`config.mk`:
```
export PLATFORM = sky130hd
export DESIGN_NAME = rheed_frame_scheduler
export DESIGN_NICKNAME = d
export VERILOG_FILES = /design/src/rtl/rheed_pkg.sv /design/src/rtl/rheed_frame_scheduler_rst_stretch.sv /design/src/rtl/rheed_frame_scheduler.sv
export SDC_FILE = /design/constraint.sdc
export NUM_CORES = 1
export LEC_CHECK = 0
export CAP_MARGIN = 20
export CORE_AREA = 2 2 278 280
export CTS_BUF_LIST = sky130_fd_sc_hd__clkbuf_2 sky130_fd_sc_hd__clkbuf_4 sky130_fd_sc_hd__clkbuf_8
export DETAILED_ROUTE_END_ITERATION = 7
export DIE_AREA = 0 0 280 282
export PLACE_DENSITY_LB_ADDON = 0.12
export SYNTH_ARGS = -nofsm -noshare
export SYNTH_HDL_FRONTEND = slang
export SYNTH_HIERARCHICAL = 1
export SYNTH_SLANG_ARGS = --single-unit
```
`constraint.sdc`:
```
create_clock -name clk -period 6.5 [get_ports clk]
set_input_delay 1.625 -clock clk [delete_from_list [all_inputs] [get_ports clk]]
set_output_delay 1.625 -clock clk [all_outputs]
set_load 0.03 [all_outputs]
```
`src/rtl/rheed_pkg.sv`:
```
// rheed_pkg: shared types and constants for the RHEED frame scheduler.
//   sched_state_t : per-frame controller states
//   NUM_CLASSES   : CNN result channels (one byte each)
//   PIX_PER_BEAT  : Mono8 pixels per 256-bit camera beat
//   RES_W         : width of one class result
//   result_t      : {frame_id, res[4:0]} output word at the default tag width
package rheed_pkg;

    typedef enum logic [2:0] {
        S_IDLE,
        S_ARM,
        S_STREAM,
        S_DRAIN,
        S_EMIT,
        S_ERR
    } sched_state_t;

    localparam int NUM_CLASSES    = 5;
    localparam int PIX_PER_BEAT   = 32;
    localparam int RES_W          = 8;
    localparam int DEF_FRAME_ID_W = 16;

    typedef logic [NUM_CLASSES-1:0][RES_W-1:0] res_vec_t;

    typedef struct packed {
        logic [DEF_FRAME_ID_W-1:0] frame_id;
        res_vec_t                  res;
    } result_t;

    // True once every channel is captured, counting this cycle's handshakes.
    function automatic logic all_captured(input logic [NUM_CLASSES-1:0] cap,
                                          input logic [NUM_CLASSES-1:0] hs);
        return &(cap | hs);
    endfunction

endpackage

```
`src/rtl/rheed_frame_scheduler_rst_stretch.sv`:
```
// rst_stretch: holds an active-low pipeline reset for CYCLES clocks.
// Shared by the power-up path (ap_rst_n release) and the watchdog path
// (trigger pulse restarts the stretch).
//   clk       : clock
//   rst_n     : asynchronous active-low reset, output held low while asserted
//   trigger   : one-cycle request to re-issue the stretched reset
//   rst_out_n : stretched active-low reset (registered)
module rst_stretch #(
    parameter int CYCLES = 16
) (
    input  logic clk,
    input  logic rst_n,
    input  logic trigger,
    output logic rst_out_n
);
    localparam int CW = $clog2(CYCLES + 1);

    logic [CW-1:0] cnt;

    // Output rises on the CYCLES-th edge after release / trigger.
    always_ff @(posedge clk or negedge rst_n) begin
        if (!rst_n) begin
            cnt       <= '0;
            rst_out_n <= 1'b0;
        end else if (trigger) begin
            cnt       <= '0;
            rst_out_n <= 1'b0;
        end else if (!rst_out_n) begin
            cnt       <= cnt + CW'(1);
            rst_out_n <= (cnt == CW'(CYCLES - 1));
        end
    end

endmodule

```
`src/rtl/rheed_frame_scheduler.sv`:
```
// rheed_frame_scheduler: per-frame controller for the RHEED inference pipeline.
// Waits for start-of-frame on the camera stream, latches crop coordinates,
// pulses ap_start, gates exactly one frame of beats to the sequentializer,
// collects the five CNN class bytes and emits {frame_id, res4..res0}.
// Frames whose SOF arrives while busy are discarded and counted.
//
// Optional feature: define RHEED_SCHED_WATCHDOG_EN to add a no-progress
// watchdog (STREAM/DRAIN) that resets the pipeline and drops the frame.
//
// Ports:
//   clk, ap_rst_n            : clock, async active-low reset
//   enable                   : accept new frames
//   crop_x0_in/crop_y0_in    : host crop shadow values
//   crop_x0/crop_y0          : active crop, updated only at frame acceptance
//   cam_t*                   : camera AXI-stream in (tuser = SOF)
//   pipe_t*                  : stream to the sequentializer
//   ap_start                 : one-cycle start pulse
//   pipe_rst_n               : stretched active-low pipeline reset
//   res_t*                   : five CNN result channels
//   out_t*                   : tagged result word
//   busy, timeout_err        : status
//   frames_done/dropped      : wrapping event counters
module rheed_frame_scheduler
    import rheed_pkg::*;
#(
    parameter int IN_ROWS         = 64,
    parameter int IN_COLS         = 64,
    parameter int FRAME_ID_W      = 16,
    parameter int TIMEOUT_CYCLES  = 1000000,
    parameter int PIPE_RST_CYCLES = 16
) (
    input  logic                                 clk,
    input  logic                                 ap_rst_n,
    input  logic                                 enable,
    input  logic [$clog2(IN_COLS)-1:0]           crop_x0_in,
    input  logic [$clog2(IN_ROWS)-1:0]           crop_y0_in,
    output logic [$clog2(IN_COLS)-1:0]           crop_x0,
    output logic [$clog2(IN_ROWS)-1:0]           crop_y0,
    input  logic                                 cam_tvalid,
    output logic                                 cam_tready,
    input  logic                                 cam_tuser,
    input  logic [255:0]                         cam_tdata,
    output logic                                 pipe_tvalid,
    input  logic                                 pipe_tready,
    output logic [255:0]                         pipe_tdata,
    output logic                                 ap_start,
    output logic                                 pipe_rst_n,
    input  logic [NUM_CLASSES-1:0]               res_tvalid,
    output logic [NUM_CLASSES-1:0]               res_tready,
    input  logic [NUM_CLASSES*RES_W-1:0]         res_tdata,
    output logic                                 out_tvalid,
    input  logic                                 out_tready,
    output logic [FRAME_ID_W+NUM_CLASSES*RES_W-1:0] out_tdata,
    output logic                                 busy,
    output logic                                 timeout_err,
    output logic [31:0]                          frames_done,
    output logic [31:0]                          frames_dropped
);
    localparam int BEATS  = IN_ROWS * IN_COLS / PIX_PER_BEAT;
    localparam int BEAT_W = $clog2(BEATS + 1);

    if ((IN_ROWS * IN_COLS) % PIX_PER_BEAT != 0) begin : g_bad_geom
        $error("IN_ROWS*IN_COLS must be a multiple of PIX_PER_BEAT");
    end
    if (TIMEOUT_CYCLES < 1 || PIPE_RST_CYCLES < 1) begin : g_bad_cycles
        $error("TIMEOUT_CYCLES and PIPE_RST_CYCLES must be positive");
    end

    sched_state_t              state;
    logic [BEAT_W-1:0]         beat_cnt;
    logic [FRAME_ID_W-1:0]     frame_id;
    logic [FRAME_ID_W-1:0]     frame_tag;
    logic [NUM_CLASSES-1:0]    cap;
    res_vec_t                  res_q;
    logic                      pipe_up;
    logic                      wd_trip;

    logic                      cam_hs;
    logic                      sof_go;
    logic                      last_beat;
    logic                      drop_sof;
    logic [NUM_CLASSES-1:0]    res_hs;

    assign cam_hs    = cam_tvalid & cam_tready;
    // SOF is only honoured once the pipeline is out of reset.
    assign sof_go    = (state == S_IDLE) & pipe_up & cam_tvalid & cam_tuser & enable;
    assign last_beat = (state == S_STREAM) & cam_hs & (beat_cnt == BEAT_W'(BEATS - 1));
    // ARM never handshakes (ready low), so only DRAIN/EMIT can drop.
    assign drop_sof  = cam_hs & cam_tuser & ((state == S_DRAIN) | (state == S_EMIT));
    assign res_hs    = res_tvalid & res_tready;

    assign ap_start    = (state == S_ARM);
    assign out_tvalid  = (state == S_EMIT);
    assign busy        = (state != S_IDLE);
    assign out_tdata   = {frame_tag, res_q};
    assign pipe_tdata  = cam_tdata;
    assign pipe_rst_n  = pipe_up;

    always_comb begin
        cam_tready  = 1'b0;
        pipe_tvalid = 1'b0;
        res_tready  = '0;
        case (state)
            // Hold the SOF beat so it is forwarded as beat 1 in STREAM.
            S_IDLE:   cam_tready = pipe_up & ~(cam_tvalid & cam_tuser & enable);
            S_STREAM: begin
                cam_tready  = pipe_tready;
                pipe_tvalid = cam_tvalid;
                res_tready  = ~cap;
            end
            S_DRAIN: begin
                cam_tready = 1'b1;
                res_tready = ~cap;
            end
            S_EMIT:   cam_tready = 1'b1;
            S_ERR:    cam_tready = 1'b1;
            default:  cam_tready = 1'b0;
        endcase
    end

    always_ff @(posedge clk or negedge ap_rst_n) begin
        if (!ap_rst_n) begin
            state          <= S_IDLE;
            beat_cnt       <= '0;
            frame_id       <= '0;
            frame_tag      <= '0;
            cap            <= '0;
            res_q          <= '0;
            crop_x0        <= '0;
            crop_y0        <= '0;
            frames_done    <= '0;
            frames_dropped <= '0;
        end else begin
            for (int i = 0; i < NUM_CLASSES; i++) begin
                if (res_hs[i]) begin
                    res_q[i] <= res_tdata[i*RES_W +: RES_W];
                    cap[i]   <= 1'b1;
                end
            end

            case (state)
                S_IDLE: begin
                    if (sof_go) begin
                        crop_x0 <= crop_x0_in;
                        crop_y0 <= crop_y0_in;
                        state   <= S_ARM;
                    end
                end
                S_ARM: begin
                    frame_tag <= frame_id;
                    frame_id  <= frame_id + FRAME_ID_W'(1);
                    beat_cnt  <= '0;
                    state     <= S_STREAM;
                end
                S_STREAM: begin
                    if (cam_hs) beat_cnt <= beat_cnt + BEAT_W'(1);
                    // Always pass through DRAIN, even if results are complete.
                    if (last_beat) state <= S_DRAIN;
                end
                S_DRAIN: begin
                    if (all_captured(cap, res_hs)) state <= S_EMIT;
                end
                S_EMIT: begin
                    if (out_tready) begin
                        frames_done <= frames_done + 32'd1;
                        cap         <= '0;
                        state       <= S_IDLE;
                    end
                end
`ifdef RHEED_SCHED_WATCHDOG_EN
                S_ERR: begin
                    if (pipe_up) state <= S_IDLE;
                end
`endif
                default: state <= S_IDLE;
            endcase

            frames_dropped <= frames_dropped + 32'(drop_sof) + 32'(wd_trip);

`ifdef RHEED_SCHED_WATCHDOG_EN
            // Timeout overrides any transition taken this cycle.
            if (wd_trip) begin
                state <= S_ERR;
                cap   <= '0;
            end
`endif
        end
    end

`ifdef RHEED_SCHED_WATCHDOG_EN
    localparam int WD_W = $clog2(TIMEOUT_CYCLES + 1);

    logic [WD_W-1:0] wd_cnt;
    logic            wd_active;
    logic            progress;

    assign wd_active = (state == S_STREAM) | (state == S_DRAIN);
    assign progress  = cam_hs | (|res_hs);
    assign wd_trip   = wd_active & ~progress & (wd_cnt == WD_W'(TIMEOUT_CYCLES - 1));

    always_ff @(posedge clk or negedge ap_rst_n) begin
        if (!ap_rst_n) begin
            wd_cnt      <= '0;
            timeout_err <= 1'b0;
        end else begin
            // Outside the watched states the counter sits at zero, which
            // also gives the clear-on-entry behaviour for STREAM.
            if (!wd_active || progress || wd_trip)
                wd_cnt <= '0;
            else
                wd_cnt <= wd_cnt + WD_W'(1);
            if (wd_trip) timeout_err <= 1'b1;
        end
    end
`else
    assign wd_trip     = 1'b0;
    assign timeout_err = 1'b0;
`endif

    rst_stretch #(
        .CYCLES (PIPE_RST_CYCLES)
    ) u_rst_stretch (
        .clk       (clk),
        .rst_n     (ap_rst_n),
        .trigger   (wd_trip),
        .rst_out_n (pipe_up)
    );

endmodule

```
==> results.cfg <==
[yosys]
synth_adder_area_share_pct = 0.941
synth_ff_type = dfrtp_1
gate_count_post_synth = 849
xor_xnor_cell_area_share_of_the_yosys_netlist_pct = 7.91
synth-async-reset-ratio_pct = 100
combinational_family_with_the_most_area_after_synthesis = buffers and inverters
synth_edf_count = 0
synth_cell_types = 43
synth-compound-area-share_pct = 0.982
register_area_share_after_synthesis_pct = 45.7
synth_mux_area_share_pct = 8.81
synth-warning-count = 6
syn_area_per_cell_um2 = 11.0
synth.ff_latch_count = 170
synth_simple_gate_area_share_pct = 13.4
synth_area_um2 = 9300

[drt]
drt_iter0_drc = 272
route.antenna.remaining_nets = 0
wire_per_inst_um = 17.7
detail_route.first_pass.iterations = 4
via_count = 5724
route.final.wire_length_um = 31800
route.detailed.vias_per_inst = 3.18
post-route-drc-count = 0

[placed_design]
finalWeightedCongestion = 0.649
buffer_ports.inserted = 206
dp_hpwl_um = 23900
detailedPlace.worstSlack_ps = 1610
placed_area_um2 = 10600

[worst_setup_path]
worstSetupStartpointType = primary input
standard_cell_with_the_maximum_stage_delay_on_the_critical_path = clkdlybuf4s50_1
timing.setup.critical_path_class = in2out
reg2reg_slack_ps = 3130
critical_path.max_stage_delay_ps = 610
timing.critical_path.arrival_ps = 3270
worst-path-buf-inv = 2
crit_path_cell_trace = clkdlybuf4s50_1, nand3_1, a311oi_1, a21oi_1, clkdlybuf4s50_1
cpMostUsedCell = clkdlybuf4s50_1
setup.worst_path.end_class = primary output
cp_top_family = buffers and inverters
worstPathMaxFanout = 6
required_ps = 4880

[floorplanning]
die_y_um = 282
fp.dieW_um = 280
floorplan.initialDensity_pct = 12.3
fp-row-count = 101
design.core.area_um2 = 75700
dieArea_um2 = 79000
ios = 720

[clock_tree]
ctsResizeCount = 0
cts_num_sinks = 170
hold_buffers = 0
insertion_delay_ps = 550
cts.repair_timing.setup_buffer_count = 0
cts-buffers-inserted = 17
clkSlewWorstSetupHoldPaths_ps = 110
cts_tree = built
ctsHtreeMaxLevel = 4
clock_tree.buffer_depth = 2
clockRootBuffer = clkbuf_8

[pwr]
worst_ir_drop_vdd_mv = 0.146
p_leak_nw = 4.42
report.power.total_mw = 3.49
power_density_nw_per_um2 = 317

[timing]
setup_viol_count_final = 0
worst_skew_ps = 17.0
worst_pin_slew_ps = 1030
fin_hold_ws_ps = 473
setup_tns_ps = 0
layout_min_cycle_time_ps = 4890
final_hold_viol_count = 0
layout_worst_path_cycle_share_pct = 75.2
rsz0062_at_grt = no
final_critical_path_setup_slack_ps = 1610
maxSlewViolCount = 0
slew-limit-headroom_pct = 31.3
timing.fmax_ghz = 0.204

[global_routing]
globalRouteOverflowTotal = 0
grt_usage_pct = 8.14
grt_pass1_wl_um = 45600
grt_pass1_vias = 6288
grt_antenna_before_repair = 6
grt_max_degree = 107

[layout]
final_common_cell = clkdlybuf4s50_1
syn_to_final_growth_pct = 18.3
final_net_count = 1138
most-common-layout-cells = clkdlybuf4s50_1 (205), dfrtp_1 (170), mux2_2 (68), nor2_1 (50)
post_route_cells_drive_above_1_share_pct = 15.6
antenna_cells_inserted = 0
layout.cell_area.non_filler_um2 = 11000

[flow_run]
cap_violations = 0

[outcome]
run_status = complete, no violations

[worst_hold_path]
worstHoldPathType = reg2reg
[layout make-up]
cell class / instances / area (µm²)
sequential: 170 / 4250
clock inverter: 13 / 109
fill: 8453 / 64700
timing repair buffer: 209 / 2100
inverter: 13 / 48.8
clock buffer: 18 / 248
tap: 978 / 1220
multi-input combinational: 400 / 3020
[metrics by stage]
stage          utilization, %  std cells
5_1_grt                  14.5       1801
4_1_cts                  14.5       1800
3_3_place_gp             14.1       1769
2_1_floorplan               -        855
3_5_place_dp             14.1       1769
6_report                 14.5       1801
[flip-flops by register name, summed over array words and instances, names as in the netlist]
signal / count
out_tdata: 40
frames_done: 32
frames_dropped: 32
frame_id: 16
frame_tag: 16
beat_cnt: 8
crop_x0: 6
crop_y0: 6
cap: 5
u_rst_stretch/cnt: 5
state: 3
u_rst_stretch/rst_out_n: 1
[worst register-to-register path, stage by stage (launching register included)]
cell	delay, ps
dfrtp_1	550
inv_1	130
nor2_1	270
nand2_1	150
a21oi_1	280
ha_1	360
ha_1	260
inv_1	70
nor2_1	780
nand4_1	220
xnor2_1	200
[final timing paths]
path / depth (start not counted) / end / startpoint
setup / recovery: 5 / cam_tready / cam_tvalid
hold / removal: 1 / frame_id[15] / frame_id[15]
setup reg to reg: 10 / frames_dropped[26] / state[1]
hold reg to reg: 1 / frame_id[15] / frame_id[15]
max in group asynchronous: 2 / crop_y0[0] / ap_rst_n
min in group asynchronous: 1 / out_tdata[38] / ap_rst_n
[where the power goes]
part / switching [mW] / internal, mW
registers: 0.164 / 1.26
logic: 0.726 / 0.564
clock network: 0.493 / 0.282
total: 1.38 / 2.11
[metal layers]
| metal | track usage, % | up-vias | routed length [µm] |
|---|---|---|---|
| met2 | 11.7 | 341 | 13800 |
| li1 | - | 2494 | - |
| met4 | 5.27 | 10 | 1660 |
| met5 | 0 | - | 61 |
| met1 | 8.18 | 2742 | 11300 |
| met3 | 6.26 | 137 | 4970 |
[cell usage after synthesis (5+ instances only)]
library cell	count	area, µm²
nor3b_2	6	75.1
buf_2	5	25.0
buf_4	257	1930
and4_1	7	61.3
xor2_1	42	368
nand2_1	29	109
nor2_1	51	191
xnor2_1	42	368
a21oi_1	5	25.0
ha_1	7	87.6
dfrtp_1	170	4250
and2_1	11	68.8
nor3_2	8	80.1
inv_1	13	48.8
nand3_1	29	145
nor3_1	11	55.1
nand4_1	31	194
mux2_2	68	766
and3_1	8	50.1
clkbuf_1	6	22.5
[logic make-up (layout without fill, tap and decap cells)]
kind of cell,after synthesis,in the layout
simple gates,214,214
buf+inv,285,253
mux,73,73
compound gates,15,15
other cells,1,7
fa+ha+maj,7,7
xor+xnor,84,84
flops,170,170
Power figures use the tool's default switching activity.
